<file path="config.mk">
export PLATFORM = sky130hd
export DESIGN_NAME = alu_issue_sequencer_flat
export DESIGN_NICKNAME = d
export VERILOG_FILES = /design/src/rtl/alu_issue_sequencer_if.sv /design/src/rtl/alu_issue_sequencer.sv /design/src/flat_wrapper.sv
export SDC_FILE = /design/constraint.sdc
export NUM_CORES = 1
export LEC_CHECK = 0
export BUFFER_PORTS_ARGS = -buffer_cell sky130_fd_sc_hd__buf_2
export CAP_MARGIN = 40
export CORE_MARGIN = 5
export CORE_UTILIZATION = 46
export CTS_BUF_LIST = sky130_fd_sc_hd__clkbuf_16
export DETAILED_ROUTE_END_ITERATION = 8
export PLACE_DENSITY = 0.67
export SLEW_MARGIN = 20
export SYNTH_ARGS = -nofsm -noshare
export SYNTH_HDL_FRONTEND = slang
export SYNTH_SLANG_ARGS = --single-unit
</file>
<file path="constraint.sdc">
create_clock -name clk -period 5.55 [get_ports clk]
set_input_delay 0.8325 -clock clk [delete_from_list [all_inputs] [get_ports clk]]
set_output_delay 0.8325 -clock clk [all_outputs]
set_load 0.1 [all_outputs]
</file>
<file path="src/rtl/alu_issue_sequencer_if.sv">
// ---------------------------------------------------------------------------
// alu_issue_sequencer_if
// Bundles the instruction push port, the ALU issue/return path and the
// result handshake of the ALU issue sequencer.
//   slave  : seen by the sequencer
//   master : seen by the instruction source / ALU / result consumer side
// ---------------------------------------------------------------------------
interface alu_issue_sequencer_if;
   logic [18:0] instr_in;
   logic        instr_valid;
   logic        instr_ready;
   logic        flush;
   logic [18:0] alu_instr;
   logic [7:0]  alu_result;
   logic [7:0]  result_out;
   logic [2:0]  result_op;
   logic        result_valid;
   logic        result_ready;
   logic        busy;

   modport slave (
      input  instr_in, instr_valid, flush, alu_result, result_ready,
      output instr_ready, alu_instr, result_out, result_op, result_valid, busy
   );

   modport master (
      output instr_in, instr_valid, flush, alu_result, result_ready,
      input  instr_ready, alu_instr, result_out, result_op, result_valid, busy
   );
endinterface

</file>
<file path="src/rtl/alu_issue_sequencer.sv">
// ---------------------------------------------------------------------------
// alu_issue_sequencer
// Queues 19-bit ALU instructions {opcode[2:0], operands[15:0]} in a small
// FIFO, issues the head to the combinational ALU control unit one at a time,
// filters NOPs (opcode 000) and captures non-NOP results into a registered
// valid/ready output stage. Flush empties the queue without touching the
// output stage.
// Optional build macro: ALU_SEQ_STATS_EN adds issued_cnt / nop_cnt counters.
// ---------------------------------------------------------------------------
module alu_issue_sequencer #(
   parameter int DEPTH = 4,
   parameter int PTR_W = 2
) (
   input  logic                   clk,
   input  logic                   rst,
`ifdef ALU_SEQ_STATS_EN
   output logic [15:0]            issued_cnt,
   output logic [15:0]            nop_cnt,
`endif
   alu_issue_sequencer_if.slave   bus
);

   localparam logic [PTR_W-1:0] PTR_ONE   = PTR_W'(1);
   localparam logic [PTR_W:0]   CNT_ONE   = (PTR_W+1)'(1);
   localparam logic [PTR_W:0]   CNT_ZERO  = (PTR_W+1)'(0);
   localparam logic [PTR_W:0]   CNT_DEPTH = (PTR_W+1)'(DEPTH);

   typedef enum logic [1:0] {
      ST_IDLE  = 2'd0,
      ST_RUN   = 2'd1,
      ST_STALL = 2'd2
   } seq_state_t;

   // FIFO storage and bookkeeping
   logic [18:0]      mem_r [DEPTH];
   logic [PTR_W-1:0] wr_ptr_r;
   logic [PTR_W-1:0] rd_ptr_r;
   logic [PTR_W:0]   count_r;

   // output stage
   logic [7:0]       result_out_r;
   logic [2:0]       result_op_r;
   logic             result_valid_r;

   seq_state_t       state_r;
   seq_state_t       state_nxt_s;

   logic             empty_s;
   logic             full_s;
   logic             push_s;
   logic             can_issue_s;
   logic [18:0]      head_s;
   logic [2:0]       head_op_s;

   logic [PTR_W-1:0] wr_ptr_nxt_s;
   logic [PTR_W-1:0] rd_ptr_nxt_s;
   logic [PTR_W:0]   count_nxt_s;
   logic [7:0]       result_out_nxt_s;
   logic [2:0]       result_op_nxt_s;
   logic             result_valid_nxt_s;

   assign empty_s   = (count_r == CNT_ZERO);
   assign full_s    = (count_r == CNT_DEPTH);
   assign head_s    = mem_r[rd_ptr_r];
   assign head_op_s = head_s[18:16];

   // flush blocks both the push and the issue in its cycle
   assign push_s      = bus.instr_valid && !full_s && !bus.flush;
   assign can_issue_s = !empty_s && (!result_valid_r || bus.result_ready) && !bus.flush;

   assign bus.instr_ready  = !full_s;
   assign bus.alu_instr    = can_issue_s ? head_s : 19'd0;
   assign bus.result_out   = result_out_r;
   assign bus.result_op    = result_op_r;
   assign bus.result_valid = result_valid_r;
   assign bus.busy         = (state_r != ST_IDLE);

   // FIFO pointer and occupancy next-state
   always_comb begin
      wr_ptr_nxt_s = wr_ptr_r;
      rd_ptr_nxt_s = rd_ptr_r;
      count_nxt_s  = count_r;
      if (bus.flush) begin
         wr_ptr_nxt_s = {PTR_W{1'b0}};
         rd_ptr_nxt_s = {PTR_W{1'b0}};
         count_nxt_s  = CNT_ZERO;
      end else begin
         if (push_s) begin
            wr_ptr_nxt_s = wr_ptr_r + PTR_ONE;
         end else begin
            wr_ptr_nxt_s = wr_ptr_r;
         end
         if (can_issue_s) begin
            rd_ptr_nxt_s = rd_ptr_r + PTR_ONE;
         end else begin
            rd_ptr_nxt_s = rd_ptr_r;
         end
         if (push_s && !can_issue_s) begin
            count_nxt_s = count_r + CNT_ONE;
         end else if (!push_s && can_issue_s) begin
            count_nxt_s = count_r - CNT_ONE;
         end else begin
            count_nxt_s = count_r;
         end
      end
   end

   // output stage next-state: load on non-NOP issue, drop valid when consumed
   always_comb begin
      result_out_nxt_s   = result_out_r;
      result_op_nxt_s    = result_op_r;
      result_valid_nxt_s = result_valid_r;
      if (can_issue_s) begin
         if (head_op_s != 3'b000) begin
            result_out_nxt_s   = bus.alu_result;
            result_op_nxt_s    = head_op_s;
            result_valid_nxt_s = 1'b1;
         end else if (bus.result_ready) begin
            result_valid_nxt_s = 1'b0;
         end else begin
            result_valid_nxt_s = result_valid_r;
         end
      end else if (result_valid_r && bus.result_ready) begin
         result_valid_nxt_s = 1'b0;
      end else begin
         result_valid_nxt_s = result_valid_r;
      end
   end

   // sequencer state classification from the upcoming queue/output contents
   always_comb begin
      state_nxt_s = ST_RUN;
      if ((count_nxt_s == CNT_ZERO) && !result_valid_nxt_s) begin
         state_nxt_s = ST_IDLE;
      end else if (result_valid_nxt_s && !bus.result_ready && (count_nxt_s != CNT_ZERO)) begin
         state_nxt_s = ST_STALL;
      end else begin
         state_nxt_s = ST_RUN;
      end
   end

   // FIFO entry write on accepted push
   always_ff @(posedge clk) begin
      if (rst) begin
         for (int i = 0; i < DEPTH; i++) begin
            mem_r[i] <= 19'd0;
         end
      end else if (push_s) begin
         mem_r[wr_ptr_r] <= bus.instr_in;
      end
   end

   // FIFO pointers, output stage and state registers
   always_ff @(posedge clk) begin
      if (rst) begin
         wr_ptr_r       <= {PTR_W{1'b0}};
         rd_ptr_r       <= {PTR_W{1'b0}};
         count_r        <= CNT_ZERO;
         result_out_r   <= 8'd0;
         result_op_r    <= 3'd0;
         result_valid_r <= 1'b0;
         state_r        <= ST_IDLE;
      end else begin
         wr_ptr_r       <= wr_ptr_nxt_s;
         rd_ptr_r       <= rd_ptr_nxt_s;
         count_r        <= count_nxt_s;
         result_out_r   <= result_out_nxt_s;
         result_op_r    <= result_op_nxt_s;
         result_valid_r <= result_valid_nxt_s;
         state_r        <= state_nxt_s;
      end
   end

`ifdef ALU_SEQ_STATS_EN
   // issue statistics; flush never issues so it needs no special handling
   always_ff @(posedge clk) begin
      if (rst) begin
         issued_cnt <= 16'd0;
         nop_cnt    <= 16'd0;
      end else if (can_issue_s) begin
         if (head_op_s != 3'b000) begin
            issued_cnt <= issued_cnt + 16'd1;
         end else begin
            nop_cnt    <= nop_cnt + 16'd1;
         end
      end
   end
`endif

endmodule
</file>
<file path="src/flat_wrapper.sv">
// flat-port wrapper written by rule: the top's interface ports become plain ports
module alu_issue_sequencer_flat 
#(
   parameter int DEPTH = 4,
   parameter int PTR_W = 2
)
  (clk, rst, bus_instr_in, bus_instr_valid, bus_flush, bus_alu_result, bus_result_ready, bus_instr_ready, bus_alu_instr, bus_result_out, bus_result_op, bus_result_valid, bus_busy);
  alu_issue_sequencer_if bus_i ();
  input  logic clk;
  input  logic rst;
  input wire logic [$bits(bus_i.instr_in)-1:0] bus_instr_in;
  input wire logic [$bits(bus_i.instr_valid)-1:0] bus_instr_valid;
  input wire logic [$bits(bus_i.flush)-1:0] bus_flush;
  input wire logic [$bits(bus_i.alu_result)-1:0] bus_alu_result;
  input wire logic [$bits(bus_i.result_ready)-1:0] bus_result_ready;
  output wire logic [$bits(bus_i.instr_ready)-1:0] bus_instr_ready;
  output wire logic [$bits(bus_i.alu_instr)-1:0] bus_alu_instr;
  output wire logic [$bits(bus_i.result_out)-1:0] bus_result_out;
  output wire logic [$bits(bus_i.result_op)-1:0] bus_result_op;
  output wire logic [$bits(bus_i.result_valid)-1:0] bus_result_valid;
  output wire logic [$bits(bus_i.busy)-1:0] bus_busy;
  assign bus_i.instr_in = bus_instr_in;
  assign bus_i.instr_valid = bus_instr_valid;
  assign bus_i.flush = bus_flush;
  assign bus_i.alu_result = bus_alu_result;
  assign bus_i.result_ready = bus_result_ready;
  assign bus_instr_ready = bus_i.instr_ready;
  assign bus_alu_instr = bus_i.alu_instr;
  assign bus_result_out = bus_i.result_out;
  assign bus_result_op = bus_i.result_op;
  assign bus_result_valid = bus_i.result_valid;
  assign bus_busy = bus_i.busy;
  alu_issue_sequencer #(.DEPTH(DEPTH), .PTR_W(PTR_W)) u_core (.clk(clk), .rst(rst), .bus(bus_i));
endmodule
</file>
=== Yosys cells after proc, flatten, opt, wreduce, memory -nomap -nowiden ===
Memories as Yosys holds them, arrays and structs flattened. A register that Yosys moved wholly into a read port is not among the register bits.
Cells that the tools add are included.

* Memories kept: 1
* Memory bits (writable): 76
* Flip-flop bits (word level): 21
* Input port bits: 32
* Output and inout port bits: 33

* Reduce and logical (&&, ||, !) cells: 28
* Muxes and demuxes: 19
* Equal/unequal tests: 1
* $add $sub $neg: 4

{| class="wikitable"
|+ Memories
! name !! depth !! bits a word !! read ports !! clocked after Yosys merged registers in !! write ports !! line !! text
|-
| u_core.mem_r || 4 || 19 || 1 || 1 || 4 || alu_issue_sequencer.sv:35 || <nowiki>logic [18:0] mem_r [DEPTH];</nowiki>
|}

{| class="wikitable"
|+ Operators with widths
! operator !! number
|-
| $mux 19 || 2
|-
| $reduce_or 19->1 || 1
|-
| $logic_and 1x1->1 || 10
|-
| $mux 1 || 10
|-
| $mux 3 || 3
|-
| $logic_not 1->1 || 8
|-
| $mux 2 || 4
|-
| $logic_not 3->1 || 2
|-
| $reduce_bool 3->1 || 2
|-
| $add 2x1->2 const B || 2
|-
| $reduce_or 2->1 || 2
|-
| $add 3x1->3 const B || 1
|-
| $eq 3x3->1 const B || 1
|-
| $sub 3x1->3 const B || 1
|-
| $reduce_and 2->1 || 1
|-
| $reduce_bool 2->1 || 1
|-
| $logic_or 1x1->1 || 1
|}

=== Longest topological paths before layout ===
* Depth in word-level cells: 12
* Gate-level depth with buffers: 9
* Gate-level depth less buffers: 8

=== Worst setup path before layout ===
OpenSTA, ideal clock, no wires.

* Path kind: reg-to-output
* Start point: reg u_core.result_valid_r (netlist: u_core.bus.result_valid)
* End point: out bus_alu_instr[0]
* Required time: 4.718 ns
* Stages on the path, launching flop included: 5
* Slack: 2.366 ns
* Data arrival time: 2.351 ns
* Path buffers: 1
* Path through: dfxtp_1 nor2b_1 nor3_1 clkbuf_1 and2_1

* Cells in the longest elaborated chain, start to end: 5

{| class="wikitable"
|+ RTL lines
! what !! line !! text
|-
| start: declaration || alu_issue_sequencer.sv:43 || <nowiki>logic result_valid_r;</nowiki>
|-
| start signal: assignment || alu_issue_sequencer.sv:169 || <nowiki>result_valid_r <= result_valid_nxt_s;</nowiki>
|-
| $logic_not 1->1 || alu_issue_sequencer.sv:69 || <nowiki>assign can_issue_s = !empty_s && (!result_valid_r || bus.result_ready) && !bus.flush;</nowiki>
|-
| $logic_or 1x1->1 || alu_issue_sequencer.sv:69 ||
|-
| $logic_and 1x1->1 (2 in a row) || alu_issue_sequencer.sv:69 ||
|-
| $mux 19 || alu_issue_sequencer.sv:72 || <nowiki>assign bus.alu_instr = can_issue_s ? head_s : 19'd0;</nowiki>
|-
| end: declaration || flat_wrapper.sv:17 || <nowiki>output wire logic [$bits(bus_i.alu_instr)-1:0] bus_alu_instr;</nowiki>
|}

No other way between the ends.

=== Worst setup path after layout ===
* Start point: reg u_core.count_r[0]
* End point: out bus_alu_instr[17]

* Cells in the longest elaborated chain, start to end: 5

{| class="wikitable"
|+ RTL lines
! what !! line !! text
|-
| start: declaration || alu_issue_sequencer.sv:38 || <nowiki>logic [PTR_W:0] count_r;</nowiki>
|-
| start signal: assignment || alu_issue_sequencer.sv:166 || <nowiki>count_r <= count_nxt_s;</nowiki>
|-
| $logic_not 3->1 || alu_issue_sequencer.sv:62 || <nowiki>assign empty_s = (count_r == CNT_ZERO);</nowiki>
|-
| $logic_not 1->1 || alu_issue_sequencer.sv:69 ||
|-
| $logic_and 1x1->1 (2 in a row) || alu_issue_sequencer.sv:69 ||
|-
| $mux 19 || alu_issue_sequencer.sv:72 ||
|}

No other way between the ends.

==> summary.md <==
| Metric | Value |
|---|---|
| H-tree levels | `3` |
| Clock Path Buffers | `2` |
| Syn Inst Count | `336` |
| Crit path DAT | `2300 ps` |
| Share of layout cells above drive strength 1 | `29.2%` |
| Die area | `0.0114 sq mm` |
| DR DRC count | `0` |
| Largest net degree at the start of global routing | `25` |
| CTS tree | `done` |
| DP HPWL | `slightly below 6000 um` |
| Buffers on Ports | `64` |
| Max_cap viols | `0` |
| Final Util | `56.2%` |
| Post-CTS Setup Inserts | `0` |
| Antenna diode count | `0` |
| Via count | `around 2600` |
| DRT iter0 DRCs | `around 120` |
| Commonest non-fill, non-tap cells in the layout | `76 x edfxtp_1, 65 x nor2_1, 64 x buf_2` |
| Starting Density | `46.9%` |
| Layout fillers | `between 700 and 800` |
| Worst r2r path cells | `8` |
| Mapped cell area | `around 0.0043 sq mm` |
| Slew @ Worst Pin | `662 ps` |
| Nets | `roughly 440` |
| Sequential-to-total area share from yosys stat | `63.5%` |
| Hold Path Class | `reg2reg` |
| WHS Path Cells | `2` |
| Core area | `0.00920 sq mm` |
| Max-slew violations | `0` |
| Crit Path Category | `reg2out` |
| Vias in the first global route | `2737` |
| Crit path launch type | `flip-flop` |
| Detailed-route vias per instance | `5.07` |
| Warnings, synthesis | `0` |
| Inserted Clock Buffers | `9` |
| Finished Cell Area | `just over 0.005 sq mm` |
| First-pass GRT wire length | `between 10000 and 15000 um` |
| Normalized max-slew margin | `55.9%` |
| Combinational fraction of design power | `11.6%` |
| LEAKAGE | `2.16 nW` |
| Die width | `107 um` |
| Clock-pin slew on the worst setup and hold paths | `approximately 70 ps` |
| Clock Sink Count | `99` |
| Critical Path RT | `4720 ps` |
| Crit Path Max Fanout | `24` |
| Total wire length | `8660 um` |
| Final-report hold violation count | `0` |
| Status | `finished clean` |
| Setup TNS Final | `0 ps` |
| Final period util | `about 56%` |
| Final ANT Viol Nets | `0` |
| Post-CTS Hold Buffers | `0` |
| RSZ-0062 raised after global routing | `false` |
| Root Driver | `clkbuf_16` |
| Reg power frac | `50.5%` |
| Switching share of power | `25.3%` |
| Die Span Y | `107 um` |
| # rows | `35` |
| Pint | `1.24 mW` |
| Final setup fails | `0` |
| Count of TritonRoute iterations in the first routing pass | `4` |
| Fmax | `319 MHz` |
| Total grt overflow | `0` |
| PostCTS Resize Cnt | `0` |
| Most common cell after layout, fill and taps aside | `edfxtp_1` |
| Crit. End Element | `output pin` |
| Initial antenna violation count | `0` |
| Clock skew | `8.12 ps` |
| Clk pwr share | `37.9%` |
| Tot GR Track Use | `16.2%` |
| Synthesized flop and latch total | `99` |
| Syn_area_per_cell | `12.8 sq um` |
| Routed len/inst | `16.7 um` |
| Pwr/cell area | `approximately 320 mW/mm^2` |
| Min cycle time layout | `3130 ps` |
| RePlAce Congestion | `0.711` |
| Syn_nets | `around 370` |
| Number of distinct library cells after synthesis | `37` |
| P&R area growth vs syn | `19.7%` |
| Worst-Skew Late Latency | `340 ps` |
| I/O pins | `65` |
| NetSw | `around 420 uW` |
| Worst vdd ir | `between 0.15 and 0.2 mV` |
| Post-DP Area | `approximately 0.0049 sq mm` |
[synthesized netlist by cell type]
cell type	number	area (sq um)
o21ai_1	2	10.0
nand2_1	27	101
nor3_4	1	16.3
mux4_2	19	428
a21boi_1	1	7.51
a21bo_1	1	10.0
nor2b_1	2	12.5
nor2_1	65	244
buf_4	1	7.51
a31oi_1	1	6.26
ha_1	3	37.5
nand2b_1	2	12.5
nor2_2	1	6.26
o21a_1	1	7.51
a21oi_1	4	20.0
clkbuf_2	1	5.00
a31o_1	1	8.76
nand3_1	1	5.00
and2_1	30	188
xor2_1	2	17.5
dfxtp_1	23	460
or2_2	4	25.0
xnor2_1	5	43.8
nor4_1	1	6.26
edfxtp_1	76	2280
or3_1	2	12.5
o311ai_0	2	17.5
nor2_4	1	11.3
inv_1	24	90.1
mux2_4	1	15.0
nor3_1	3	15.0
mux2i_1	9	90.1
buf_6	1	11.3
buf_2	2	10.0
a211oi_1	1	7.51
o31ai_1	3	22.5
clkbuf_1	12	45.0
[flip-flops by register name, summed over array words and instances (netlist names), named ones only]
signal                   count
u_core.bus.result_valid      1
u_core.wr_ptr_r              2
u_core.bus.result_op         3
u_core.rd_ptr_r              2
u_core.mem_r                76
u_core.state_r               2
u_core.count_r               3
u_core.bus.result_out        8
[metal layers]
layer	wire [um]	GRT usage [%]	vias to the layer above
met4	107	5.30	0
li1	-	-	1302
met2	4630	29.5	46
met3	332	2.83	8
met5	0	0	-
met1	3580	19.4	1275
[power groups by stage]
stage / Combinational (mW) / Sequential, mW / Clock, mW
2_1_floorplan: 0.118 / 0.878 / 0
3_3_place_gp: 0.185 / 0.856 / 0
3_5_place_dp: 0.194 / 0.858 / 0
4_1_cts: 0.195 / 0.841 / 0.639
5_1_grt: 0.206 / 0.844 / 0.668
6_report: 0.193 / 0.841 / 0.631
[area by class of cell]
type	count	area [sq um]	share of cell area [%]
clock buffer	9	225	4.36
clock inverter	7	76.3	1.48
inverter	24	90.1	1.74
multi-input combinational	196	1450	28.1
sequential	99	2740	53.1
tap	111	139	2.69
timing repair buffer	73	442	8.55
[stage by stage]
stage	setup slack, ps	hold slack (ps)	total power, mW	std cells
final	2420	486	1.66	519
after global routing	2270	524	1.72	519
after CTS	2400	488	1.68	519
after detailed placement	2590	478	1.05	503
after global placement	2630	467	1.04	497
after floorplan	2370	485	0.996	336
[final timing paths]
| kind | startpoint | to | slack, ps |
|---|---|---|---|
| min | u_core.bus.result_op[1] | u_core.bus.result_op[1] | 490 |
| min reg2reg | u_core.bus.result_op[1] | u_core.bus.result_op[1] | 490 |
| max reg2reg | u_core.count_r[0] | u_core.state_r[0] | 3060 |
| max | u_core.count_r[0] | bus_alu_instr[17] | 2420 |
[logic make-up (layout without fill, tap and decap cells)]
| family | after synthesis | after routing | synth area share, % |
|---|---|---|---|
| XOR/XNOR | 7 | 7 | 1.42 |
| AO/OA/AOI/OAI | 17 | 17 | 2.73 |
| AND/OR/NAND/NOR | 140 | 140 | 15.2 |
| buffers and inverters | 41 | 113 | 3.91 |
| multiplexers | 29 | 29 | 12.3 |
| adder cells (fa/ha/maj) | 3 | 3 | 0.870 |
| flip-flops | 99 | 99 | 63.5 |
[worst max-delay path, cell delays in order, from the launching register on]
cell,delay (ps)
dfxtp_1,430
inv_1,110
ha_1,240
nor2b_1,150
nor3_2,100
buf_4,280
nand2_1,150
inv_1,80
buf_2,420
(Power assumes the default switching activity.)
